--- config.mk ---
export PLATFORM = sky130hd
export DESIGN_NAME = frame_animator
export DESIGN_NICKNAME = d
export VERILOG_FILES = /design/src/rtl/frame_anim_pkg.sv /design/src/rtl/frame_animator_pixel_offset_counter.sv /design/src/rtl/frame_animator.sv
export SDC_FILE = /design/constraint.sdc
export NUM_CORES = 1
export LEC_CHECK = 0
export BUFFER_PORTS_ARGS = -buffer_cell sky130_fd_sc_hd__clkbuf_2
export CAP_MARGIN = 15
export CORE_MARGIN = 2
export CORE_UTILIZATION = 58
export CTS_CLUSTER_DIAMETER = 80
export DETAILED_ROUTE_END_ITERATION = 16
export GPL_ROUTABILITY_DRIVEN = 0
export HOLD_SLACK_MARGIN = 0.08
export PLACE_DENSITY = 0.84
export SLEW_MARGIN = 10
export SYNTH_ARGS = -nofsm -noshare
export SYNTH_HDL_FRONTEND = slang
export SYNTH_SLANG_ARGS = --single-unit
--- constraint.sdc ---
create_clock -name clock -period 3.9 [get_ports clock]
set_input_delay 0.195 -clock clock [delete_from_list [all_inputs] [get_ports clock]]
set_output_delay 0.195 -clock clock [all_outputs]
set_load 0.03 [all_outputs]
--- src/rtl/frame_anim_pkg.sv ---
// frame_anim_pkg: shared types and constants for the frame animator.
//   state_e       - animator FSM encoding (3 bits)
//   DEF_SCREEN_*  - default screen geometry in pixels
//   COLOUR_*      - 3-bit VGA colour constants
//   sat_inc8      - 8-bit saturating increment
package frame_anim_pkg;

  typedef enum logic [2:0] {
    ST_IDLE  = 3'd0,
    ST_ERASE = 3'd1,
    ST_MOVE  = 3'd2,
    ST_DRAW  = 3'd3,
    ST_DONE  = 3'd4
  } state_e;

  localparam int DEF_SCREEN_W = 160;
  localparam int DEF_SCREEN_H = 120;

  localparam logic [2:0] COLOUR_WHITE = 3'b111;
  localparam logic [2:0] COLOUR_BLACK = 3'b000;

  function automatic logic [7:0] sat_inc8(input logic [7:0] v);
    return (v == 8'hFF) ? v : v + 8'd1;
  endfunction

endpackage

--- src/rtl/frame_animator_pixel_offset_counter.sv ---
// pixel_offset_counter: raster-order offset walker over an S x S sprite.
//   clock, reset - system clock, asynchronous active-high reset
//   clear        - synchronous return to offset 0
//   step         - advance one pixel (wraps to 0 after the last pixel)
//   ox, oy       - column / row offset inside the sprite (ox varies fastest)
//   last         - high while the offset addresses the final pixel
module pixel_offset_counter #(
  parameter  int SPRITE_SIZE = 4,
  localparam int LW          = $clog2(SPRITE_SIZE)
) (
  input  logic          clock,
  input  logic          reset,
  input  logic          clear,
  input  logic          step,
  output logic [LW-1:0] ox,
  output logic [LW-1:0] oy,
  output logic          last
);

  localparam logic [2*LW-1:0] ONE = 1;

  logic [2*LW-1:0] offset_q;

  always_ff @(posedge clock or posedge reset) begin
    if (reset) begin
      offset_q <= '0;
    end else if (clear) begin
      offset_q <= '0;
    end else if (step) begin
      offset_q <= offset_q + ONE;
    end
  end

  assign ox   = offset_q[LW-1:0];
  assign oy   = offset_q[2*LW-1:LW];
  assign last = &offset_q;

endmodule

--- src/rtl/frame_animator.sv ---
// frame_animator: on each frame tick (countdown reaching zero) erases a square
// sprite, steps its position with wall bounce, and redraws it through the VGA
// adapter's pixel-write port.
//   clock, reset    - system clock, asynchronous active-high reset
//   frame_counter   - countdown value from the frame-rate counter
//   enable          - when low, ticks are ignored (an update in flight finishes)
//   x, y, colour    - pixel write address and colour
//   plot            - pixel write strobe, one pixel per cycle, no backpressure:
//                     the adapter accepts every cycle in which plot is high
//   busy            - high whenever the FSM is not idle
//   frame_done      - one-cycle pulse when a frame update completes
//   dropped_frames  - saturating count of enabled ticks seen while busy
//   state_dbg       - current FSM state for debug/checkers
module frame_animator
  import frame_anim_pkg::*;
#(
  parameter int         SPRITE_SIZE   = 4,
  parameter int         SCREEN_W      = DEF_SCREEN_W,
  parameter int         SCREEN_H      = DEF_SCREEN_H,
  parameter logic [2:0] SPRITE_COLOUR = COLOUR_WHITE,
  parameter logic [2:0] BG_COLOUR     = COLOUR_BLACK
) (
  input  logic        clock,
  input  logic        reset,
  input  logic [25:0] frame_counter,
  input  logic        enable,
  output logic [7:0]  x,
  output logic [6:0]  y,
  output logic [2:0]  colour,
  output logic        plot,
  output logic        busy,
  output logic        frame_done,
  output logic [7:0]  dropped_frames,
  output logic [2:0]  state_dbg
);

  localparam int         LW    = $clog2(SPRITE_SIZE);
  localparam logic [7:0] MAX_X = 8'(SCREEN_W - SPRITE_SIZE);
  localparam logic [6:0] MAX_Y = 7'(SCREEN_H - SPRITE_SIZE);

  state_e          state_q;
  logic            zero_q;
  logic [7:0]      pos_x_q, pos_x_d;
  logic [6:0]      pos_y_q, pos_y_d;
  logic            dir_x_neg_q, dir_x_neg_d;   // 0 = moving +1, 1 = moving -1
  logic            dir_y_neg_q, dir_y_neg_d;
  logic [7:0]      drop_q;

  logic            zero_now;
  logic            tick_en;
  logic            cnt_clear;
  logic            cnt_step;
  logic            cnt_last;
  logic [LW-1:0]   ox, oy;

  // Rising edge of "counter is zero": a counter parked at zero ticks once.
  assign zero_now = (frame_counter == 26'd0);
  assign tick_en  = zero_now & ~zero_q & enable;

  // The offset walker is shared by ERASE and DRAW; MOVE rewinds it between them.
  assign cnt_step  = (state_q == ST_ERASE) || (state_q == ST_DRAW);
  assign cnt_clear = (state_q == ST_IDLE)  || (state_q == ST_MOVE);

  pixel_offset_counter #(.SPRITE_SIZE(SPRITE_SIZE)) u_offset (
    .clock (clock),
    .reset (reset),
    .clear (cnt_clear),
    .step  (cnt_step),
    .ox    (ox),
    .oy    (oy),
    .last  (cnt_last)
  );

  // Bounce: at a wall the sprite reverses and steps one pixel back inward,
  // so it never rests on the wall for two consecutive frames.
  always_comb begin
    pos_x_d     = pos_x_q;
    dir_x_neg_d = dir_x_neg_q;
    pos_y_d     = pos_y_q;
    dir_y_neg_d = dir_y_neg_q;

    if (!dir_x_neg_q) begin
      if (pos_x_q == MAX_X) begin
        pos_x_d     = MAX_X - 8'd1;
        dir_x_neg_d = 1'b1;
      end else begin
        pos_x_d = pos_x_q + 8'd1;
      end
    end else begin
      if (pos_x_q == 8'd0) begin
        pos_x_d     = 8'd1;
        dir_x_neg_d = 1'b0;
      end else begin
        pos_x_d = pos_x_q - 8'd1;
      end
    end

    if (!dir_y_neg_q) begin
      if (pos_y_q == MAX_Y) begin
        pos_y_d     = MAX_Y - 7'd1;
        dir_y_neg_d = 1'b1;
      end else begin
        pos_y_d = pos_y_q + 7'd1;
      end
    end else begin
      if (pos_y_q == 7'd0) begin
        pos_y_d     = 7'd1;
        dir_y_neg_d = 1'b0;
      end else begin
        pos_y_d = pos_y_q - 7'd1;
      end
    end
  end

  always_ff @(posedge clock or posedge reset) begin
    if (reset) begin
      state_q     <= ST_IDLE;
      zero_q      <= 1'b1;
      pos_x_q     <= 8'd0;
      pos_y_q     <= 7'd0;
      dir_x_neg_q <= 1'b0;
      dir_y_neg_q <= 1'b0;
      drop_q      <= 8'd0;
    end else begin
      zero_q <= zero_now;

      // Ticks during an update are counted, never queued.
      if (tick_en && (state_q != ST_IDLE)) begin
        drop_q <= sat_inc8(drop_q);
      end

      case (state_q)
        ST_IDLE:  if (tick_en)  state_q <= ST_ERASE;
        ST_ERASE: if (cnt_last) state_q <= ST_MOVE;
        ST_MOVE: begin
          pos_x_q     <= pos_x_d;
          pos_y_q     <= pos_y_d;
          dir_x_neg_q <= dir_x_neg_d;
          dir_y_neg_q <= dir_y_neg_d;
          state_q     <= ST_DRAW;
        end
        ST_DRAW:  if (cnt_last) state_q <= ST_DONE;
        ST_DONE:  state_q <= ST_IDLE;
        default:  state_q <= ST_IDLE;
      endcase
    end
  end

  // Moore outputs: decoded from registered state and offset only.
  assign plot   = cnt_step;
  assign x      = plot ? (pos_x_q + {{(8-LW){1'b0}}, ox}) : 8'd0;
  assign y      = plot ? (pos_y_q + {{(7-LW){1'b0}}, oy}) : 7'd0;
  assign colour = (state_q == ST_DRAW)  ? SPRITE_COLOUR :
                  (state_q == ST_ERASE) ? BG_COLOUR     : 3'b000;
  assign busy           = (state_q != ST_IDLE);
  assign frame_done     = (state_q == ST_DONE);
  assign dropped_frames = drop_q;
  assign state_dbg      = state_q;

endmodule

; ---- Yosys cells after proc, flatten, opt, wreduce, memory -nomap -nowiden
; Cells that the tools add are included.
[totals]
input_bits = 29
mem_count = 0
wordCells = 63
ff_bits = 33
latchBits = 0
rom_bits = 0
mem_bits_rw = 0
output_inout_bits = 32
[op_classes]
n_shift = 0
multipliers = 0
reduce_logical = 12
add_sub_neg = 8
n_div = 0
n_eq_ne = 10
bitwise = 4
n_mux = 21
n_lt_le_gt_ge = 0
[op_table]
columns = op, count
row1 = $mux W8, 4
row2 = $mux W7, 4
row3 = $logic_not A26 Y1, 1
row4 = $add A8 B1 Y8 const B, 2
row5 = $eq A8 B8 Y1 const B, 2
row6 = $mux W3, 4
row7 = $pmux W3 S4, 1
row8 = $add A8 B2 Y8, 1
row9 = $logic_not A8 Y1, 1
row10 = $mux W4, 2
row11 = $sub A8 B1 Y8 const B, 1
row12 = $add A7 B1 Y7 const B, 1
row13 = $add A7 B2 Y7, 1
row14 = $eq A7 B7 Y1 const B, 1
row15 = $logic_not A7 Y1, 1
row16 = $sub A7 B1 Y7 const B, 1
row17 = $eq A3 B2 Y1 const B, 2
row18 = $mux W1, 6
row19 = $ne A2 B2 Y1 const B, 3
row20 = $add A4 B1 Y4 const B, 1
row21 = $reduce_and A4 Y1, 1
row22 = $eq A3 B1 Y1 const B, 1
row23 = $eq A3 B3 Y1 const B, 1
row24 = $logic_not A3 Y1, 1
row25 = other kinds (8), 11

; ---- Logic depth before layout (Yosys ltp)
; Gate-level depths: netlist of run 1.
[depth]
ltp_word = 5
depth_mapped = 7
ltp_nobuf = 7

; ---- By module
; From an unflattened synthesis of run 1, not the netlist that was laid out.
[hier_totals]
cells_unflattened = 286
hier_area_um2 = 2516.2
[by_module_without_submodules]
columns = mod, n_inst, area_each_um2, seq_area_each_um2, cells_per_inst
row1 = frame_animator, 1, 2313.5, 726.9, 268
row2 = pixel_offset_counter, 1, 202.7, 100.1, 18

; ---- Worst setup path before layout of run 1
; OpenSTA, ideal clock, no wires.
[synth_path]
kind = reg-to-reg
startpoint = register state_q[0], in the netlist state_dbg[0]
endpoint = register drop_q[1], in the netlist dropped_frames[1]
n_path_buf = 1
required_time_ns = 3.775
path_slack_ns = 1.868
t_arrival_ns = 1.907
setup_ns = 0.125
stages_incl_launch_ff = 6
period_less_slack_ns = 2.032
path_cell_list = dfrtp_1 buf_2 or3_1 o21ai_0 nor4_4 mux2_2
[synth_between]
elab_chain_len = 3
[synth_rtl]
columns = element, line_no
row1 = "start, declared", frame_animator.sv:41  ; state_e state_q;
row2 = "start signal, assigned", frame_animator.sv:117  ; state_q <= ST_IDLE;
row3 = "start signal, assigned", frame_animator.sv:133  ; ST_IDLE: if (tick_en) state_q <= ST_ERASE;
row4 = "start signal, assigned", frame_animator.sv:134  ; ST_ERASE: if (cnt_last) state_q <= ST_MOVE;
row5 = $reduce_bool A3 Y1, -
row6 = net busy, frame_animator.sv:31  ; output logic busy,
row7 = $logic_and A1 B1 Y1, frame_animator.sv:128  ; if (tick_en && (state_q != ST_IDLE)) begin
row8 = $reduce_and A2 Y1 (no line), -
row9 = "end signal, assigned", frame_animator.sv:129  ; drop_q <= sat_inc8(drop_q);
row10 = "end, declared", frame_animator.sv:47  ; logic [7:0] drop_q;
; The timed path passes the listed nets, and every way through them passes these cells.
; A chain may end at the register's enable or synchronous reset.

; ---- Worst setup path in the final report of run 1
[layout_path]
startpoint = register pos_y_q[0]
endpoint = output y[6]
[layout_between]
elab_chain_len = 2
[layout_rtl]
columns = element, line_no
row1 = "start, declared", frame_animator.sv:44  ; logic [6:0] pos_y_q, pos_y_d;
row2 = "start signal, assigned", frame_animator.sv:137  ; pos_y_q <= pos_y_d;
row3 = $add A7 B2 Y7, frame_animator.sv:152  ; assign y = plot ? (pos_y_q + {{(7-LW){1'b0}}, oy}) : 7'd0;
row4 = $mux W7, frame_animator.sv:152
row5 = "end, declared", frame_animator.sv:28  ; output logic [6:0] y,
; Every way passes these cells.

==> reports/qor.csv, run 1 <==
metric;value;unit
start_kind;register;
grt_max_degree;34;
finalSetupViolations;0;
drtIter0Drc;218;
clkSlewWorstSetupHoldPaths;0.07;ns
area_growth_syn_to_layout;16.0;%
skew;0.00977;ns
power.switching;0.000134;W
pre_cts_slack;1.76;ns
dieWidth;69.0;um
synthTopCellsByArea;dfrtp_1, ha_1, nor2_1;
start_util;0.608;
core_area;4030;um^2
setup_tns;0;ns
post_cts_buffers;0;
ir_drop;154;uV
cts_root_buf;clkbuf_8;
p_int;0.000498;W
drc;0;
synth_top_area_cell;dfrtp_1;
die-area;4760;um^2
ctsHtreeMaxLevel;2;
yosysUniqueCellTypes;51;
wl;5970;um
cts_tree;done;
synth_edf_count;0;
worst_pin_slew;0.747;ns
finalPower;0.000632;W
grt_antenna_before_repair;0;
hold_class;input port to register;
ys_seq_area_frac;0.338;
path_max_fanout;7;
power_frac_seq;0.541;
routed_via_density;6.22;
overflow;0;
nets;385;
dr.pass1.iters;5;
cts_buffers;5;
worst_ep_required_time;3.70;ns
status;complete, no violations;
stdcell_count;393;
synth_nets;335;
hold_violations;0;
drive_gt1_frac;0.227;
final_common_cell;clkbuf_2;
yosysWarnings;0;
hpwl;4400;um
synth_flop_cell;dfrtp_1;
final-max-slew-violation-count;0;
grt_pass1_wl;9640;um
finalCritPeriodShare;0.594;
synthArstFlopShare;1.00;
num_vias;2443;
slew_headroom;0.501;
layout_setup_ws;1.58;ns
rsz0062_at_grt;false;
powerDensity;223;nW/um^2
wl_per_cell;15.2;um
row_count;23;
drv_cap;0;
clock_path_buffers;2;
ant_nets;0;
cp_cell_sequence;ha_1 -> fa_1 -> nand3_1 -> or3_1 -> a21oi_1 -> clkbuf_2;
critPathArrivalTime;2.12;ns
p_leak;1.34;nW
cpPeakStageDelay;0.50;ns
swShare;0.212;
ios;61;
comb_power_share;0.038;
insertion_delay;0.29;ns
fillers;327;
cts_resized;0;
grt_pass1_vias;2101;
utilization;0.705;
crit_type;register to output port;
cts.sinks;33;
die_h;69.0;um
timing.fmax;0.431;GHz
synth_cells;292;
netlist.area_leader.share;0.327;
hold_buffers;1;
place_inst;384;
portBuffers;60;
track_usage;0.274;
synth_area;2450;um^2
avgSynthCellArea;8.39;um^2
cp-end-kind;output port;
final_cell_mix;clkbuf_2, dfrtp_1, nor2_1, o21ai_0, nand2_1;
cpMaxStageDelayCell;dfrtp_1;
num_antenna_cells;0;
synth-seq-cells;33;
p_clk_frac;0.420;
fin_crit;2.32;ns
## through the flow
step | hold slack [ns] | instance area [um^2]
floorplan | 0.323 | 2450
finish | 0.243 | 2840
detailed placement | 0.308 | 2740
CTS | 0.249 | 2840
global route | 0.283 | 2840
global placement | 0.293 | 2740
## state kept, by name, indices dropped and copies added (netlist names)
name / cells
u_offset.offset_q: 4
state_dbg: 3
zero_q: 1
dir_x_neg_q: 1
pos_y_q: 7
dir_y_neg_q: 1
dropped_frames: 8
pos_x_q: 8
## power groups by stage
stage	logic (W)	registers, W	clock network (W)
after floorplan	0.00000704	0.000349	0
after global placement	0.0000240	0.000349	0
after detailed placement	0.0000243	0.000349	0
after CTS	0.0000252	0.000342	0.000274
after global routing	0.0000292	0.000342	0.000284
final	0.0000243	0.000342	0.000266
## layout make-up
| class | count | area [um^2] | area share |
|---|---|---|---|
| multi-input cells | 229 | 1500 | 0.528 |
| well taps | 50 | 62.6 | 0.0220 |
| inverters | 10 | 37.5 | 0.0132 |
| flip-flops and latches | 33 | 827 | 0.291 |
| repair buffers | 63 | 325 | 0.114 |
| clock buffers | 8 | 90.1 | 0.0317 |
## worst max-delay path, delay by kind of cell (launching register included)
family | cells | cell delay [ns]
flops | 1 | 0.50
compound gates | 1 | 0.14
fa+ha+maj | 2 | 0.45
simple gates | 2 | 0.52
buf+inv | 1 | 0.23
## cell families after synthesis
| kind of cell | synth area share |
|---|---|
| AO/OA/AOI/OAI | 0.201 |
| XOR/XNOR | 0.0608 |
| adder cells (fa/ha/maj) | 0.0777 |
| buffers and inverters | 0.0501 |
| flip-flops | 0.338 |
| multiplexers | 0.0179 |
| AND/OR/NAND/NOR | 0.254 |
## cell usage after synthesis, drive strengths merged, types with 4 or more instances
cell and number:
and3 6, ha 12, dfrtp 32, a31oi 7
nor3 10, clkbuf 16, nor2 29, or3 6
inv 10, xnor2 11, a21oi 18, nand2 19
nand3 12, buf 4, and2 5, o21ai 21
nor4 10, nand4 10, xor2 6, o31ai 7
## worst paths after layout
| check | endpoint | slack [ns] | from | depth (start not counted) |
|---|---|---|---|---|
| hold / removal | zero_q | 0.24 | frame_counter[25] | 4 |
| min in group asynchronous | state_dbg[2] | 0.55 | reset | 4 |
| setup / recovery | y[6] | 1.58 | pos_y_q[0] | 6 |
| hold reg to reg | dropped_frames[6] | 0.53 | dropped_frames[6] | 1 |
| max in group asynchronous | zero_q | 3.01 | reset | 4 |
| setup reg to reg | pos_x_q[6] | 1.75 | pos_x_q[0] | 7 |
## metal layers
layer | up-vias | GRT usage | wire length [um]
li1 | 1178 | - | -
met5 | - | 0 | 0
met1 | 1126 | 0.368 | 2560
met3 | 11 | 0.0487 | 552
met2 | 128 | 0.444 | 2760
met4 | 0 | 0.100 | 91
No activity file was read; power rests on OpenSTA's default activity.
==> run 2: changes to the inputs <==
Settings changed: ABC_AREA from default to 1, CORE_UTILIZATION 58 to 50, PLACE_DENSITY 0.84 to 0.76.
Clock period 3.9 ns to 2.1 ns, I/O delays scaled along.
==> run 2 against run 1 <==
  * Clock skew is 0.0054 ns lower
  * Routed wire length is 1.2% higher
  * Non-clock buffer count grew 4
  * Cell count rose by 34%
  * Sequential cell count unchanged
  * Die area up 26%
  * Sequential share of layout area down 2.9 points
  * Count of clock-buffer cells in the layout fell by 1
  * Sequential power rose by 86%
  * Global-route usage down 6.3 points
  * Register-to-register slack worse by 1.3 ns
  * Highest routed layer unchanged
==> reports/qor.csv, run 2 <==
metric;value;unit;change
swShare;0.223;;+0.0106
p_leak;1.67;nW;+24%
core_area;5140;um^2;+28%
finalSetupViolations;0;;unchanged
finalPower;0.00115;W;+82%
synth_flop_cell;dfrtp_1;;
yosysMostFrequentCell;nand2_1;;
drive_gt1_frac;0.246;;+0.0182
critPathArrivalTime;1.87;ns;-0.25 ns
synthTopCellsByArea;dfrtp_1, nand2_1, nor2_1;;
netlist.area_leader.share;0.298;;-0.0294
ant_nets;0;;unchanged
cts_root_buf;clkbuf_8;;
grt_max_degree;34;;unchanged
start_kind;register;;
wl_met3;369;um;-33%
p_clk_frac;0.403;;-0.017
cts_buffers;5;;unchanged
wl;6040;um;+1.2%
hold_depth;6;;+2
rsz0062_at_grt;false;;
stdcell_count;526;;+34%
overflow;0;;unchanged
ir_drop;250;uV;+63%
grt_pass1_vias;2410;;+15%
avgSynthCellArea;6.86;um^2;-18%
synth_edf_count;0;;unchanged
reg2regPathDepth;9;;+2
clkSlewWorstSetupHoldPaths;0.07;ns;about the same
area_growth_syn_to_layout;17.7;%;
skew;0.00433;ns;-0.00544 ns
cts.sinks;33;;unchanged
power.switching;0.000256;W;+91%
ios;61;;unchanged
crit_type;register to output port;;
synth_top_area_cell;dfrtp_1;;
hold_violations;0;;unchanged
final_common_cell;nand2_1;;
cp-end-kind;output port;;
comb_power_share;0.043;;+0.005
yosysUniqueCellTypes;38;;-25%
power_frac_seq;0.553;;+0.012
hpwl;4630;um;+5.4%
synth_nets;435;;+30%
final-max-slew-violation-count;0;;unchanged
dieWidth;77.4;um;+12%
grt_antenna_before_repair;0;;unchanged
slew_headroom;0.714;;+0.213
row_count;26;;+13%
drv_cap;0;;unchanged
grt_pass1_wl;10400;um;+8.2%
pre_cts_slack;0.222;ns;-1.54 ns
num_antenna_cells;0;;unchanged
met1_length;2690;um;+5.1%
routed_via_density;5.06;;-19%
layout_setup_ws;0.122;ns;-1.46 ns
start_util;0.523;;-0.0844
setup_tns;0;ns;unchanged
ys_seq_area_frac;0.307;;-0.0303
p_int;0.000893;W;+79%
drtIter0Drc;88;;-60%
wl_per_cell;11.5;um;-24%
hold_class;input port to register;;
synthArstFlopShare;1.00;;unchanged
finalCritPeriodShare;0.942;;
wl_met2;2910;um;+5.4%
place_inst;514;;+34%
portBuffers;60;;unchanged
powerDensity;363;nW/um^2;+63%
nets;498;;+29%
final_cell_mix;nand2_1, nor2_1, clkbuf_2, inv_1, dfrtp_1;;
ctsHtreeMaxLevel;2;;unchanged
synth_area;2690;um^2;+9.9%
fin_crit;1.98;ns;
path_max_fanout;4;;-3
dr.pass1.iters;4;;-1
timing.fmax;0.506;GHz;
holdWs;0.145;ns;-0.0979 ns
drc;0;;unchanged
yosysWarnings;0;;unchanged
worst_pin_slew;0.429;ns;-0.318 ns
synth-seq-cells;33;;unchanged
track_usage;0.211;;-0.0630
worst_ep_required_time;2.00;ns;-1.70 ns
status;complete, no violations;;
die-area;5980;um^2;+26%
cts_tree;done;;
ff2ff_setup_slack;0.47;ns;-1.28 ns
synth_cells;392;;+34%
die_h;77.4;um;+12%
highest_layer;met4;;
num_vias;2659;;+8.8%
ys_top_cells_by_count;nand2_1, nor2_1, inv_1;;
clock_path_buffers;2;;unchanged
insertion_delay;0.28;ns;about the same
==> run 2: changes by cell type in the layout (fill, tap and decap cells not counted), moves of 8 or more <==
cell | before | now
nand2_1 | 19 | 87
xnor2_1 | 11 | 3
o21ai_1 | 1 | 22
inv_1 | 10 | 38
nand3_1 | 12 | 22
nor2_1 | 29 | 65
inv_2 | 0 | 13
o21ai_0 | 20 | 10
==> run 2: area by class of cell <==
class                   instances  area [um^2]
fillers                       477         1970
multi-input cells             295         1610
flip-flops and latches         33          828
repair buffers                 67          360
inverters                      53          200
well taps                      70         87.6
clock buffers                   7         76.3
clock inverters                 1         5.00
==> run 2: repair_timing <==
| action | 4_1_cts | 5_1_grt |
|---|---|---|
| setup buffers | 1 | 2 |
| endpoints found under the hold margin | 32 | 0 |
| hold buffers | 1 | 0 |
| gates resized for setup | 3 | 7 |
| endpoints found under the setup margin | 2 | 4 |
==> run 2: cells by family after synthesis <==
kind of cell / synth area share
simple gates: 0.357
buf+inv: 0.0986
compound gates: 0.114
flops: 0.307
xor+xnor: 0.0521
fa+ha+maj: 0.0707
==> run 2: metrics by stage <==
| stage | util | area [um^2] |
|---|---|---|
| finish | 0.616 | 3170 |
| global route | 0.616 | 3170 |
| CTS | 0.611 | 3140 |
| detailed placement | 0.591 | 3040 |
| global placement | 0.591 | 3040 |
| floorplan | - | 2690 |
==> run 2: power groups by stage <==
stage	Combinational, W	Sequential, W	Clock [W]
global placement	0.0000488	0.000647	0
detailed placement	0.0000497	0.000647	0
finish	0.0000499	0.000636	0.000463
floorplan	0.0000180	0.000648	0
global route	0.0000573	0.000635	0.000507
CTS	0.0000514	0.000635	0.000472
==> run 2: worst paths after layout <==
| path | to | start |
|---|---|---|
| setup / recovery | y[4] | pos_y_q[0] |
| hold / removal | zero_q | frame_counter[21] |
| setup reg to reg | pos_x_q[7] | pos_x_q[1] |
| hold reg to reg | dropped_frames[0] | dropped_frames[0] |
| max in group asynchronous | zero_q | reset |
| min in group asynchronous | dropped_frames[1] | reset |
==> run 2: per-layer routing <==
layer / vias to the layer above / GRT usage
met2: 76 / 0.370
met4: 0 / 0.0571
li1: 1371 / -
met5: - / 0
met1: 1204 / 0.266
met3: 8 / 0.0419
==> run 2: worst max-delay path: stages (launching register included) <==
cell and delay, ns:
dfrtp_2 0.41, ha_1 0.23, fa_2 0.35, nand2_2 0.11
nor2_1 0.08, a2111oi_2 0.20, buf_4 0.21
==> run 3: changes to the inputs <==
Settings changed: CORE_UTILIZATION 50 to 55, PLACE_DENSITY 0.76 to 0.79.
Clock period 2.1 ns to 1.98 ns, I/O delays scaled along.
==> run 3 against run 2 <==
  * The run now ends with negative setup slack left
  * Highest routed layer unchanged
  * Count of clock-buffer cells in the layout unchanged
  * Clock skew up 0.0046 ns
  * First-iteration DRC count up 100%
  * Largest power group unchanged
==> reports/qor.csv, run 3 (same netlist as run 2, synthesis figures left out) <==
metric;value;unit;change
hold_class;input port to register;;
pre_cts_slack;0.102;ns;-0.120 ns
rsz0062_at_grt;true;;
grt_antenna_before_repair;0;;unchanged
drtIter0Drc;178;;+100%
final_area;3340;um^2;+5.4%
utilization;0.706;;+0.0904
insertion_delay;0.30;ns;+0.02 ns
track_usage;0.249;;+0.0370
holdWs;0.124;ns;-0.0212 ns
num_antenna_cells;0;;unchanged
ant_nets;0;;unchanged
final_common_cell;nand2_1;;
start_kind;register;;
crit_type;register to output port;;
violations;negative setup slack;;
finalSetupViolations;1;;+1
clkSlewWorstSetupHoldPaths;0.07;ns;about the same
grt_pass1_vias;2418;;+0.33%
dieWidth;73.9;um;-4.4%
critPathArrivalTime;1.91;ns;+0.04 ns
clock_path_buffers;2;;unchanged
powerDensity;394;nW/um^2;+8.6%
finalCritPeriodShare;1.01;;
skew;0.00889;ns;+0.00456 ns
hold_violations;0;;unchanged
slew_headroom;0.709;;-0.00524
overflow;0;;unchanged
path_max_fanout;2;;-2
final_cell_mix;nand2_1, nor2_1, clkbuf_2, inv_1, dfrtp_1;;
ir_drop;414;uV;+66%
timing.fmax;0.498;GHz;
core_area;4720;um^2;-8.1%
die-area;5470;um^2;-8.6%
portBuffers;60;;unchanged
cts.sinks;33;;unchanged
drc;0;;unchanged
ios;61;;unchanged
start_util;0.570;;+0.0462
cts_buffers;5;;unchanged
nets;507;;+1.8%
die_h;73.9;um;-4.4%
ctsHtreeMaxLevel;2;;unchanged
hpwl;4820;um;+4.0%
area_growth_syn_to_layout;24.0;%;
drv_cap;0;;unchanged
placed_cell_area;3050;um^2;+0.54%
fillers;382;;-20%
cts_root_buf;clkbuf_8;;
routed_via_density;5.30;;+4.9%
cts_tree;done;;
cp-end-kind;output port;;
worst_pin_slew;0.437;ns;+0.00785 ns
dr.pass1.iters;5;;+1
wl;6850;um;+13%
status;complete, but fails checks;;
p_leak;1.75;nW;+4.9%
grt_max_degree;34;;unchanged
final-max-slew-violation-count;0;;unchanged
place_inst;513;;-0.19%
grt_pass1_wl;10500;um;+0.73%
stdcell_count;532;;+1.1%
worst_ep_required_time;1.88;ns;-0.12 ns
fin_crit;2.01;ns;
layout_setup_ws;-0.0274;ns;-0.149 ns
wl_per_cell;12.9;um;+12%
row_count;25;;-3.8%
num_vias;2822;;+6.1%
drive_gt1_frac;0.292;;+0.0469
## run 3: cell types whose count changed in the layout (fill, tap and decap cells not counted), sizes merged
cell    change
buf        +12
clkbuf      -3
## run 3: worst paths after layout
kind | slack [ns] | to | startpoint | cells after the start
worst max-delay path | -0.03 | y[4] | pos_y_q[0] | 6
worst min-delay path | 0.12 | zero_q | frame_counter[24] | 6
worst max register to register | 0.16 | pos_x_q[6] | pos_x_q[0] | 11
worst min register to register | 0.54 | dropped_frames[7] | dropped_frames[7] | 2
max in group asynchronous | 1.20 | zero_q | reset | 4
min in group asynchronous | 0.44 | pos_x_q[2] | reset | 4
## run 3: final cells by class
cell class	instances	area, um^2	area share
clock buffer	7	96.3	0.0289
clock inverter	1	5.00	0.00150
inverter	53	200	0.0600
multi-input combinational	295	1670	0.501
sequential	33	831	0.249
tap	67	83.8	0.0251
timing repair buffer	76	448	0.134
## run 3: worst max-delay path, stage by stage, from the launching register on
cell	delay [ns]
dfrtp_1	0.40
ha_2	0.21
fa_2	0.36
nand2_2	0.13
nor2_4	0.06
a2111oi_4	0.23
buf_4	0.22
## run 3: per-layer routing
layer | track usage | part of all wire | up-vias
met3 | 0.0501 | 0.063 | 10
met5 | 0 | 0 | -
met4 | 0.0828 | 0.016 | 0
li1 | - | - | 1395
met1 | 0.302 | 0.42 | 1298
met2 | 0.440 | 0.50 | 119
## run 3: through the flow
step	setup TNS, ns	total power (W)
2_1_floorplan	-0.00354	0.000706
3_3_place_gp	0	0.000738
3_5_place_dp	0	0.000740
4_1_cts	-0.00689	0.00133
5_1_grt	-0.192	0.00135
6_report	-0.0274	0.00131
## run 3: repair_timing
| action | 4_1_cts | 5_1_grt |
|---|---|---|
| setup buffers | 4 | 6 |
| gates resized for setup | 10 | 28 |
| setup endpoints to repair | 5 | 9 |
| pin swaps | 1 | 4 |
| endpoints found under the hold margin | 32 | 0 |
| hold buffers | 1 | 0 |
## run 3: power by group
part / switching, W / internal [W]
logic: 0.0000267 / 0.0000262
clock network: 0.000274 / 0.000315
registers: 0.0000000000917 / 0.000674
